==> src/rtl/branch_predictor.sv <==
// -----------------------------------------------------------------------------
// branch_predictor
//   Fetch-side predictor paired with the program counter. It holds a
//   direct-mapped branch target buffer (BTB) with a 2-bit saturating direction
//   counter per entry.
//
//   Ports
//     clk, reset            clock, asynchronous active-high reset
//     stall                 fetch stall; suppresses the lookup pulse
//     pc_count              current fetch PC, looked up every unstalled edge
//     resolve_*             execute-stage branch resolution (trains BTB and
//                           detects mispredicts)
//     pre_target(_enable)   predicted redirect; the enable is a one-cycle pulse
//     target(_enable)       corrective redirect on a mispredict (one-cycle pulse)
//     mispredict_count      saturating count of mispredicts
// -----------------------------------------------------------------------------
module branch_predictor #(
    parameter int INDEX_BITS = 4,
    parameter int CNT_W      = 16
) (
    input  logic             clk,
    input  logic             reset,
    input  logic             stall,
    input  logic [31:0]      pc_count,
    input  logic             resolve_valid,
    input  logic [31:0]      resolve_pc,
    input  logic             resolve_taken,
    input  logic [31:0]      resolve_target,
    input  logic             resolve_pred_taken,
    input  logic [31:0]      resolve_pred_target,
    output logic [31:0]      pre_target,
    output logic             pre_target_enable,
    output logic [31:0]      target,
    output logic             target_enable,
    output logic [CNT_W-1:0] mispredict_count
);

    localparam int ENTRIES = 1 << INDEX_BITS;
    localparam int TAG_W   = 32 - INDEX_BITS - 2;

    // Saturating increment of a 2-bit direction counter
    function automatic logic [1:0] sat_inc(input logic [1:0] c);
        if (c == 2'b11) return 2'b11;
        else            return c + 2'b01;
    endfunction

    // Saturating decrement of a 2-bit direction counter
    function automatic logic [1:0] sat_dec(input logic [1:0] c);
        if (c == 2'b00) return 2'b00;
        else            return c - 2'b01;
    endfunction

    logic             valid_r [ENTRIES];
    logic [TAG_W-1:0] tag_r   [ENTRIES];
    logic [31:0]      tgt_r   [ENTRIES];
    logic [1:0]       cnt_r   [ENTRIES];

    logic [INDEX_BITS-1:0] lu_idx_s;
    logic [TAG_W-1:0]      lu_tag_s;
    logic                  lu_hit_s;
    logic                  predict_s;
    logic [INDEX_BITS-1:0] rs_idx_s;
    logic [TAG_W-1:0]      rs_tag_s;
    logic                  rs_hit_s;
    logic                  mispredict_s;
    logic [31:0]           correct_pc_s;
    logic                  unused_s;

    // The byte offset of the fetch PC plays no part in the lookup
    assign unused_s = ^pc_count[1:0];

    // Lookup and resolve decode; reads see pre-update BTB contents
    always_comb begin
        lu_idx_s     = pc_count[INDEX_BITS+1:2];
        lu_tag_s     = pc_count[31:INDEX_BITS+2];
        rs_idx_s     = resolve_pc[INDEX_BITS+1:2];
        rs_tag_s     = resolve_pc[31:INDEX_BITS+2];
        lu_hit_s     = valid_r[lu_idx_s] && (tag_r[lu_idx_s] == lu_tag_s);
        rs_hit_s     = valid_r[rs_idx_s] && (tag_r[rs_idx_s] == rs_tag_s);
        mispredict_s = 1'b0;
        if (resolve_valid) begin
            mispredict_s = (resolve_pred_taken != resolve_taken) ||
                           (resolve_taken && resolve_pred_taken &&
                            (resolve_pred_target != resolve_target));
        end else begin
            mispredict_s = 1'b0;
        end
        if (resolve_taken) correct_pc_s = resolve_target;
        else               correct_pc_s = resolve_pc + 32'd4;
        // A corrective redirect on this edge overrides any speculative one
        predict_s = lu_hit_s && cnt_r[lu_idx_s][1] && !stall && !mispredict_s;
    end

    // Redirect outputs and mispredict counter
    always_ff @(posedge clk or posedge reset) begin
        if (reset) begin
            pre_target        <= 32'd0;
            pre_target_enable <= 1'b0;
            target            <= 32'd0;
            target_enable     <= 1'b0;
            mispredict_count  <= {CNT_W{1'b0}};
        end else begin
            pre_target_enable <= predict_s;
            if (predict_s) pre_target <= tgt_r[lu_idx_s];
            target_enable <= mispredict_s;
            if (mispredict_s) begin
                target <= correct_pc_s;
                if (mispredict_count != {CNT_W{1'b1}})
                    mispredict_count <= mispredict_count + CNT_W'(1);
            end
        end
    end

    // BTB training from the resolve port, independent of stall
    always_ff @(posedge clk or posedge reset) begin
        if (reset) begin
            for (int i = 0; i < ENTRIES; i++) begin
                valid_r[i] <= 1'b0;
                tag_r[i]   <= {TAG_W{1'b0}};
                tgt_r[i]   <= 32'd0;
                cnt_r[i]   <= 2'b01;
            end
        end else if (resolve_valid) begin
            if (rs_hit_s) begin
                if (resolve_taken) begin
                    cnt_r[rs_idx_s] <= sat_inc(cnt_r[rs_idx_s]);
                    tgt_r[rs_idx_s] <= resolve_target;
                end else begin
                    cnt_r[rs_idx_s] <= sat_dec(cnt_r[rs_idx_s]);
                end
            end else if (resolve_taken) begin
                // Taken miss evicts whatever occupied this index
                valid_r[rs_idx_s] <= 1'b1;
                tag_r[rs_idx_s]   <= rs_tag_s;
                tgt_r[rs_idx_s]   <= resolve_target;
                cnt_r[rs_idx_s]   <= 2'b10;
            end
        end
    end

endmodule

==> config.mk <==
export PLATFORM = sky130hd
export DESIGN_NAME = branch_predictor
export DESIGN_NICKNAME = d
export VERILOG_FILES = /design/src/rtl/branch_predictor.sv
export SDC_FILE = /design/constraint.sdc
export NUM_CORES = 2
export LEC_CHECK = 0
export CAP_MARGIN = 25
export CORE_MARGIN = 2
export CORE_UTILIZATION = 45
export DETAILED_ROUTE_END_ITERATION = 7
export HOLD_SLACK_MARGIN = 0.15
export PLACE_DENSITY = 0.64
export SYNTH_ARGS = -nofsm -noshare
export SYNTH_HDL_FRONTEND = slang
export SYNTH_SLANG_ARGS = --single-unit
export TNS_END_PERCENT = 20
==> constraint.sdc <==
create_clock -name clk -period 61.1 [get_ports clk]
set_clock_uncertainty 0.15 [all_clocks]
set_input_delay 18.33 -clock clk [delete_from_list [all_inputs] [get_ports clk]]
set_output_delay 18.33 -clock clk [all_outputs]
set_load 0.1 [all_outputs]
==> results.md <==
* Initial Utilization at 0.4540
* Cell Chain, Critical Path: clkbuf_8 -> buf_4 -> buf_4 -> mux4_1 -> mux2i_1 -> o21ai_0 -> o22ai_1 -> o211ai_1 -> or4_1 -> or4_2 -> buf_12 -> nand3_2 -> buf_4 -> mux2_2
* Post-route ant nets at 0
* Slew Limit Fails at 0
* Avg WL per Cell at 27.46 um
* Most frequent cells after synthesis: nand2_1 (1179), dfrtp_1 (1042), mux2_2 (595), mux4_2 (359), clkbuf_1 (251)
* Cts hold-fix bufs at 0
* CP max-delay cell: or4_2
* Busiest grt layer: met2
* Post-CTS Setup Bufs at 0
* Leak pwr at 27.67 nW
* IO Count at 216
* Syn_nets at 4507
* Final wirelength at 166100 um
* Max cap viols at 0
* Netlist cell types at 74
* Largest net degree at the start of global routing at 154
* Clk sinks at 1058
* Sw Ratio at 0.2861
* # nets final at 4563
* Worst Path Required at 61.53 ns
* DRC at 0
* Largest fanout on the critical path at 53
* RePlAce Congestion at 0.8631
* Largest area contributor in the netlist: dfrtp_1
* Top cells by area, synth: dfrtp_1 (49%), mux4_2 (15%), mux2_2 (12%)
* Root Driver: clkbuf_16
* M1 GR Usage at 0.3898
* Fillers at 10100
* CTS clk-pin slew, worst paths at 0.06 ns
* Grt met3 use at 0.05560
* Internal power at 1.441 mW
* H-tree depth at 3
* Type of origin of the critical path: primary input
* Top-count cell post-synth: nand2_1
* Final Hold Viols at 0
* Die ar. at 122100 um2
* Grt ovf at 0
* Row Count at 126
* Sequential share of power at 0.448
* CTS buffer count at 112
* Via Count at 36700
* First-pass GRT wire length at 248100 um
* Post-route design area at 60830 um2
* Clk_lat worst skew at 0.72 ns
* Chip Height at 349.4 um
* Cell repeated most along the worst path: buf_4
* Final setup violation count at 0
* EDFF count, synth at 0
* Clock share of power at 0.346
* Crit end category: flip-flop
* Met2 GRT Util at 0.4192
* # diodes at 0
* Max Clk Rate at 41.03 MHz
* Drt first pass iters at 7
* Critical Path AT at 24.80 ns
* Kind of critical path: in -> reg
* RSZ-0062 raised after global routing: no
* Sequential element share of the synthesized area at 0.4936
* TNS Setup at 0 ns
* Relative slew slack at 0.2798
* Max VDD drop at 0.02877 mV
* Antenna violations before repair at 5
* Initial DRC Count at 3716
* Core area at 118200 um2
* Vias in the first global route at 37120
* Layout cells sized above 1 at 0.2950
* P_sw at 0.5775 mW
* Layout overhead on the synthesized area at 13.32%
* Resized Gates After CTS at 0
* Period utilisation layout at 0.3989
* Min-Delay Path Class: reg -> reg
* Avg Cell Area, Syn at 12.29 um2
* Die width at 349.4 um
* Synth warn at 0
* Minimum clock period at 24.37 ns
* Power after layout at 2.018 mW
* Input/output buffers at 213
* Clk buf depth at 3
* Synth Register Bits at 1058
* Cells after Synth at 4367
* Post-synth top flop: dfrtp_1
* Status: finished clean
* Vias per cell at 6.064
* Largest stage delay, worst path at 0.87 ns
* Least-Margin Pin Slew at 1.080 ns
* Power per cell area at 33.18 nW/um2
* Post-DP Area at 56860 um2
* CTS tree: built
* Async SR Flop Fraction at 1.000
* Mapped Area at 53680 um2
* Worst hold slack at 0.3181 ns
* Total Routing Usage GR at 0.2735
* Final HPWL DP at 97500 um
* Top cell type's share of synthesized area at 0.4857
* Comb pwr share at 0.206
[state kept, by name, indices dropped and copies added, names as in the netlist]
name,cells
mispredict_count,16
tgt_r,512
valid_r,16
pre_target_enable,1
pre_target,32
cnt_r,32
tag_r,416
target_enable,1
target,32
[power by group through the flow]
stage / logic [mW] / clock network (mW) / registers [mW]
2_1_floorplan: 0.275 / 0 / 0.935
3_3_place_gp: 0.405 / 0 / 0.907
3_5_place_dp: 0.414 / 0 / 0.914
4_1_cts: 0.416 / 0.709 / 0.902
5_1_grt: 0.446 / 0.740 / 0.920
6_report: 0.415 / 0.698 / 0.905
[path summary, 6_finish.rpt]
| kind | start | endpoint | slack [ns] | depth (start not counted) |
|---|---|---|---|---|
| max in group asynchronous | reset | tgt_r[404] | 39.71 | 6 |
| min reg2reg | tgt_r[382] | tgt_r[382] | 0.32 | 2 |
| max reg2reg | tag_r[226] | tag_r[93] | 56.20 | 11 |
| max | resolve_pc[2] | tag_r[93] | 36.73 | 14 |
| min | tgt_r[382] | tgt_r[382] | 0.32 | 2 |
| min in group asynchronous | reset | target[1] | 18.00 | 2 |
[cell type report]
type | instances | area [um2] | area share
multi-input cells | 2885 | 25300 | 0.4159
clock buffers | 175 | 3332 | 0.05478
repair buffers | 323 | 3188 | 0.05241
inverters | 43 | 168.9 | 0.002777
flip-flops and latches | 1058 | 26500 | 0.4356
clock inverters | 31 | 424.2 | 0.006973
well taps | 1536 | 1922 | 0.03159
[stage by stage]
step	setup WS, ns	cells	util
6_report	36.73	6051	0.5145
5_1_grt	36.49	6051	0.5145
4_1_cts	36.52	6042	0.5127
3_5_place_dp	35.77	5836	0.4809
3_3_place_gp	35.80	5832	0.4802
2_1_floorplan	12.87	4367	-
[metal layers]
layer / part of all wire / up-vias
li1: - / 15580
met1: 0.42 / 19260
met2: 0.46 / 1542
met3: 0.084 / 302
met4: 0.036 / 6
met5: 0.00023 / -
[placed cells by master (no fill, tap or decap), types with 13 or more instances in the layout]
| cell type | n |
|---|---|
| clkdlybuf4s50_1 | 205 |
| o21ai_0 | 55 |
| o31ai_1 | 18 |
| clkbuf_8 | 26 |
| o311a_1 | 16 |
| dfstp_2 | 16 |
| mux2i_1 | 82 |
| nand2b_1 | 17 |
| inv_1 | 39 |
| nand2_2 | 17 |
| a21oi_1 | 62 |
| clkbuf_1 | 36 |
| mux4_2 | 359 |
| nor4_1 | 13 |
| nor2_1 | 77 |
| dfrtp_1 | 1042 |
| clkbuf_16 | 114 |
| mux2_4 | 19 |
| nand4_1 | 23 |
| clkinv_2 | 15 |
| nand2_1 | 1164 |
| buf_4 | 98 |
| xor2_1 | 31 |
| mux2_2 | 595 |
| nand3_1 | 35 |
| o311ai_0 | 16 |
| mux4_1 | 19 |
| xnor2_1 | 92 |
[worst max-delay path: cells and delay by family]
| kind | cells | cell delay [ns] |
|---|---|---|
| mux | 3 | 1.39 |
| simple gates | 3 | 1.46 |
| buf+inv | 5 | 2.94 |
| compound gates | 3 | 0.48 |
[cells by family (layout without fill, tap and decap cells)]
logic type	Yosys count	after routing	synth area share
AOI/OAI and AO/OA	251	251	0.03144
adders and majority gates	8	8	0.001771
DFF	1058	1058	0.4936
xor gates and xnor gates	123	123	0.02007
buffers and inverters	424	572	0.03785
muxes	1074	1074	0.3053
and+or+nand+nor	1429	1429	0.1099
(Power assumes the default switching activity.)
